### src/rtl/led_status_ctrl.sv
// LED status controller: per-channel off / on / shared blink / retriggerable event stretch.
// Optional macro LED_STATUS_SYNC_EN inserts a 2-flop synchroniser on evt before edge detection.
module led_status_ctrl #(
  parameter int NB_LED      = 8,
  parameter int CLK_FREQ_HZ = 100000000,
  parameter int BLINK_HZ    = 1,
  parameter int STRETCH_CYC = 5000000
) (
  input  logic                sys_clk,
  input  logic                sys_rst_n,
  input  logic [2*NB_LED-1:0] mode,
  input  logic [NB_LED-1:0]   evt,
  output logic [NB_LED-1:0]   led,
  output logic                tick
);

  localparam int HALF_PERIOD = CLK_FREQ_HZ / (2 * BLINK_HZ);
  localparam int PW          = (HALF_PERIOD > 1) ? $clog2(HALF_PERIOD) : 1;
  localparam int SW          = $clog2(STRETCH_CYC + 1);
  localparam logic [PW-1:0] PRESC_MAX  = PW'(HALF_PERIOD - 1);
  localparam logic [SW-1:0] STRETCH_LD = SW'(STRETCH_CYC);

  if (HALF_PERIOD < 2) begin : g_bad_half_period
    $error("led_status_ctrl: HALF_PERIOD must be at least 2");
  end
  if (STRETCH_CYC < 1) begin : g_bad_stretch
    $error("led_status_ctrl: STRETCH_CYC must be at least 1");
  end

  // Edges are ignored until the evt pipeline holds real post-reset samples.
`ifdef LED_STATUS_SYNC_EN
  localparam int ARM_LEN = 3;
`else
  localparam int ARM_LEN = 1;
`endif

  logic [PW-1:0]      presc_q, presc_d;
  logic               phase_q, phase_d;
  logic               tick_q, tick_d;
  logic [NB_LED-1:0]  evt_prev_q, evt_prev_d;
  logic [ARM_LEN-1:0] arm_q, arm_d;
  logic [NB_LED-1:0]  led_q, led_d;
  logic [SW-1:0]      cnt_q [NB_LED];
  logic [SW-1:0]      cnt_d [NB_LED];
  logic [NB_LED-1:0]  evt_s;
  logic [NB_LED-1:0]  rise;

`ifdef LED_STATUS_SYNC_EN
  logic [NB_LED-1:0]  sync1_q, sync1_d;
  logic [NB_LED-1:0]  sync2_q, sync2_d;
  assign evt_s = sync2_q;
`else
  assign evt_s = evt;
`endif

  assign rise = {NB_LED{arm_q[ARM_LEN-1]}} & evt_s & ~evt_prev_q;

  always_comb begin
    presc_d    = presc_q + 1'b1;
    phase_d    = phase_q;
    tick_d     = 1'b0;
    evt_prev_d = evt_s;
    arm_d      = ARM_LEN'({arm_q, 1'b1});
`ifdef LED_STATUS_SYNC_EN
    sync1_d    = evt;
    sync2_d    = sync1_q;
`endif
    if (presc_q == PRESC_MAX) begin
      presc_d = '0;
      phase_d = ~phase_q;
      tick_d  = 1'b1;
    end
    // Stretch counters keep running whatever the mode, so mode 11 shows remaining time.
    for (int i = 0; i < NB_LED; i++) begin
      if (rise[i]) begin
        cnt_d[i] = STRETCH_LD;
      end else if (cnt_q[i] != '0) begin
        cnt_d[i] = cnt_q[i] - 1'b1;
      end else begin
        cnt_d[i] = '0;
      end
      case (mode[2*i +: 2])
        2'b00:   led_d[i] = 1'b0;
        2'b01:   led_d[i] = 1'b1;
        2'b10:   led_d[i] = phase_d;
        default: led_d[i] = (cnt_d[i] != '0);
      endcase
    end
  end

  always_ff @(posedge sys_clk) begin
    if (!sys_rst_n) begin
      presc_q    <= '0;
      phase_q    <= 1'b0;
      tick_q     <= 1'b0;
      evt_prev_q <= '0;
      arm_q      <= '0;
      led_q      <= '0;
      for (int i = 0; i < NB_LED; i++) cnt_q[i] <= '0;
`ifdef LED_STATUS_SYNC_EN
      sync1_q    <= '0;
      sync2_q    <= '0;
`endif
    end else begin
      presc_q    <= presc_d;
      phase_q    <= phase_d;
      tick_q     <= tick_d;
      evt_prev_q <= evt_prev_d;
      arm_q      <= arm_d;
      led_q      <= led_d;
      for (int i = 0; i < NB_LED; i++) cnt_q[i] <= cnt_d[i];
`ifdef LED_STATUS_SYNC_EN
      sync1_q    <= sync1_d;
      sync2_q    <= sync2_d;
`endif
    end
  end

  assign led  = led_q;
  assign tick = tick_q;

endmodule

### config.mk
export PLATFORM = sky130hd
export DESIGN_NAME = led_status_ctrl
export DESIGN_NICKNAME = d
export VERILOG_FILES = /design/src/rtl/led_status_ctrl.sv
export SDC_FILE = /design/constraint.sdc
export NUM_CORES = 1
export LEC_CHECK = 0
export ABC_AREA = 1
export BUFFER_PORTS_ARGS = -buffer_cell sky130_fd_sc_hd__buf_2
export CORE_MARGIN = 2
export CORE_UTILIZATION = 39
export DETAILED_ROUTE_END_ITERATION = 10
export PLACE_DENSITY = 0.59
export SETUP_SLACK_MARGIN = 0.02
export SYNTH_ARGS = -nofsm -noshare
export SYNTH_HDL_FRONTEND = slang
export SYNTH_SLANG_ARGS = --single-unit
### constraint.sdc
create_clock -name sys_clk -period 4.6 [get_ports sys_clk]
set_clock_uncertainty 0.15 [all_clocks]
set_input_delay 0.23 -clock sys_clk [delete_from_list [all_inputs] [get_ports sys_clk]]
set_output_delay 0.23 -clock sys_clk [all_outputs]
set_load 0.02 [all_outputs]
==> impl_metrics.json <==
{
  "status": "completed",
  "async_flop_share": 0,
  "syn-num-nets": 2245,
  "seq_area_mm2": 0.00458,
  "syn_area_per_cell_um2": 6.18,
  "max_freq_mhz": 316,
  "hold_end": "led[4]$_SDFF_PN0_",
  "synth_top_cell_area_share": 0.337,
  "dr.first_iter.drc_count": 730,
  "finalMaxSlewViolations": 0,
  "worstSetupPathType": "flip-flop to flip-flop",
  "dr.pass1.iters": 5,
  "synth_edf_count": 0,
  "min_period_ns": 3.16,
  "cp_data_required_time_ns": 4.93,
  "routed.top_layer": "met4",
  "ys_dominant_reg_cell": "dfxtp_1",
  "slowest_delay_ns": 0.83,
  "hold_viol": 0,
  "ys_ff_latch": 229,
  "cts.clk_slew.worst_paths_ns": 0.06,
  "io-pin-count": 35,
  "fin_setup_tns_ns": 0,
  "final_antenna_net_count": 0,
  "period_share": 0.687,
  "drive_gt1_frac": 0.0791,
  "netlist_area_mm2": 0.0136,
  "avgViaCountPerCell": 4.87,
  "ys_warn_count": 0,
  "final_core_util": 0.447,
  "nets": 2297,
  "h-tree-depth": 1,
  "coreArea_mm2": 0.0345,
  "grt.total_usage": 0.196,
  "clock_latency_ns": 0.54,
  "cts_root_buf": "clkbuf_16",
  "wl_met1_um": 16400,
  "start_util": 0.395,
  "worst_pin_slew_ns": 0.848,
  "gp_congestion": 0.906,
  "clock-sinks": 229,
  "rsz0062_at_grt": "false",
  "post-synth-top-count-cell": "nand2_1",
  "cts_tree": "yes",
  "postCtsSetupRepairBufs": 0,
  "p_per_area_mw_per_mm2": 734,
  "grt_pass1_vias": 12700,
  "routed_wl_um": 35000,
  "rr_worst_depth": 9,
  "synth_area_leaders": "dfxtp_1 34%, nand2_1 16%, nor2_1 14%",
  "die_h_um": 191,
  "area_growth_pct": 13.3,
  "worst_path_most_repeated_cell": "nand2_1",
  "num_rows": 68,
  "hold_path_class": "input port to flip-flop",
  "cp_slowest_cell": "o21ai_2",
  "dieArea_mm2": 0.0364,
  "antenna_found_initial": 2,
  "wire_per_inst_um": 12.8,
  "peakVddDrop_uv": 358,
  "cts_max_path_buffers": 3,
  "portBuffers": 34,
  "hp-start": "mode[8]",
  "regToRegSetupSlack_ns": 1.44,
  "gr-total-overflow": 0,
  "wl_met2_um": 16500,
  "hold-worst-slack_ns": 0.0394,
  "dr_total_vias": 13300,
  "numCtsBuffers": 28,
  "startpoint_type": "flip-flop",
  "synth_cell_types": 39,
  "crit_path_end_kind": "flip-flop",
  "worstPathCellList": "ha_1 -> nand2_1 -> nor2_2 -> nand4_1 -> nand2_1 -> o21ai_2 -> a22oi_1 -> dlygate4sd3_1 -> nor2_1",
  "leakagePower_nw": 7.44,
  "dp_hpwl_um": 25700,
  "r2r-start": "presc_q[0]$_SDFF_PP0_",
  "final.fill_count": 3609,
  "drc_errors": 0,
  "setup_viol": 0,
  "dr_wl_met3_um": 1380,
  "ys_seq_area_frac": 0.337,
  "path_max_fanout": 22,
  "synthCells": 2202,
  "grt_max_degree": 101,
  "crit_arrival_ns": 3.49,
  "maxCapViolations": 0,
  "synth.top_cells.by_count": "573 x nand2_1, 498 x nor2_1, 240 x inv_1",
  "die_w_um": 191,
  "timing.rr.end": "led[6]$_SDFF_PN0_",
  "grt_first_pass_wirelength_um": 59900,
  "slew_headroom": 0.434,
  "hold_depth": 8,
  "multiInputGateArea_mm2": 0.00789,
  "synth_area_leader_cell": "dfxtp_1"
}
-- layout make-up --
type / count / area share
clock buffer: 41 / 0.0546
timing repair buffer: 59 / 0.0271
sequential: 229 / 0.297
inverter: 252 / 0.0617
antenna: 2 / 0.000325
tap: 455 / 0.0369
multi-input combinational: 1684 / 0.512
clock inverter: 11 / 0.0102
-- worst max-delay path, delay by kind of cell, from the launching register on --
family / cells / cell delay, ns
AOI/OAI and AO/OA: 2 / 0.96
adders and majority gates: 1 / 0.21
buffers and inverters: 1 / 0.61
DFF: 1 / 0.33
and+or+nand+nor: 5 / 0.82
-- metal layers --
| metal | track usage | vias to the layer above |
|---|---|---|
| met5 | 0 | - |
| met4 | 0.0540 | 0 |
| met3 | 0.0210 | 49 |
| met2 | 0.342 | 212 |
| met1 | 0.256 | 5988 |
| li1 | - | 7064 |
-- worst max-delay path by stage --
stage                                        from                end  slack, ns  cells after the start
after floorplan           cnt_q[0][23]$_SDFF_PN0_  led[1]$_SDFF_PN0_       2.78                     13
after global routing        presc_q[0]$_SDFF_PP0_  led[5]$_SDFF_PN0_       1.11                      9
after global placement                  sys_rst_n  led[5]$_SDFF_PN0_       1.76                      5
final                       presc_q[0]$_SDFF_PP0_  led[6]$_SDFF_PN0_       1.44                      9
after detailed placement                sys_rst_n  led[0]$_SDFF_PN0_       1.70                      5
after CTS                   presc_q[0]$_SDFF_PP0_  led[7]$_SDFF_PN0_       1.40                      9
-- layout by cell type (no fill, tap or decap), types with 8 or more instances in the layout --
cell type	n
clkbuf_16	29
nand2_1	573
nor3_1	49
dfxtp_1	229
inv_2	12
dlygate4sd3_1	24
nor2_1	498
buf_2	34
inv_1	239
nand2_2	11
nor2_4	15
nand3b_1	11
nand3_1	193
nand4_1	36
o21bai_1	15
xnor2_1	17
o21a_1	10
o21ai_0	47
ha_1	17
nor2_2	37
xor2_1	31
a22oi_1	8
a21oi_1	69
-- cells by family (layout without fill, tap and decap cells) --
family | after synthesis | count (layout) | share of synthesized area
buffers and inverters | 289 | 363 | 0.0832
AO/OA/AOI/OAI | 161 | 161 | 0.0663
XOR/XNOR | 48 | 48 | 0.0309
adder cells (fa/ha/maj) | 17 | 17 | 0.0156
other | 0 | 2 | 0
flip-flops | 229 | 229 | 0.337
AND/OR/NAND/NOR | 1458 | 1458 | 0.467
-- state kept, by name, summed over array words and instances, names as in the netlist --
signal / flops
cnt_q: 184
led: 8
arm_q: 1
evt_prev_q: 8
tick: 1
presc_q: 26
phase_q: 1
-- power by group --
group,total [mW],switching [mW],internal [mW]
Clock,2.36,0.879,1.48
Combinational,5.92,3.96,1.96
Sequential,3.03,0.516,2.51
Total,11.3,5.36,5.95
-- per-stage QoR --
stage               worst slack, ns  power [mW]  instances  cell area [um2]
floorplan                      2.78        7.68       2202            13600
global placement               1.76        8.85       2655            14200
detailed placement             1.70        8.89       2655            14200
CTS                            1.40        11.3       2731            15400
global route                   1.11        12.5       2733            15400
finish                         1.44        11.3       2733            15400
-- repair_timing --
action / 4_1_cts / 5_1_grt
resized for setup: 0 / 0
hold buffers: 24 / 0
endpoints found under the hold margin: 21 / 0
Note: power is estimated with default switching activity, not from simulation.
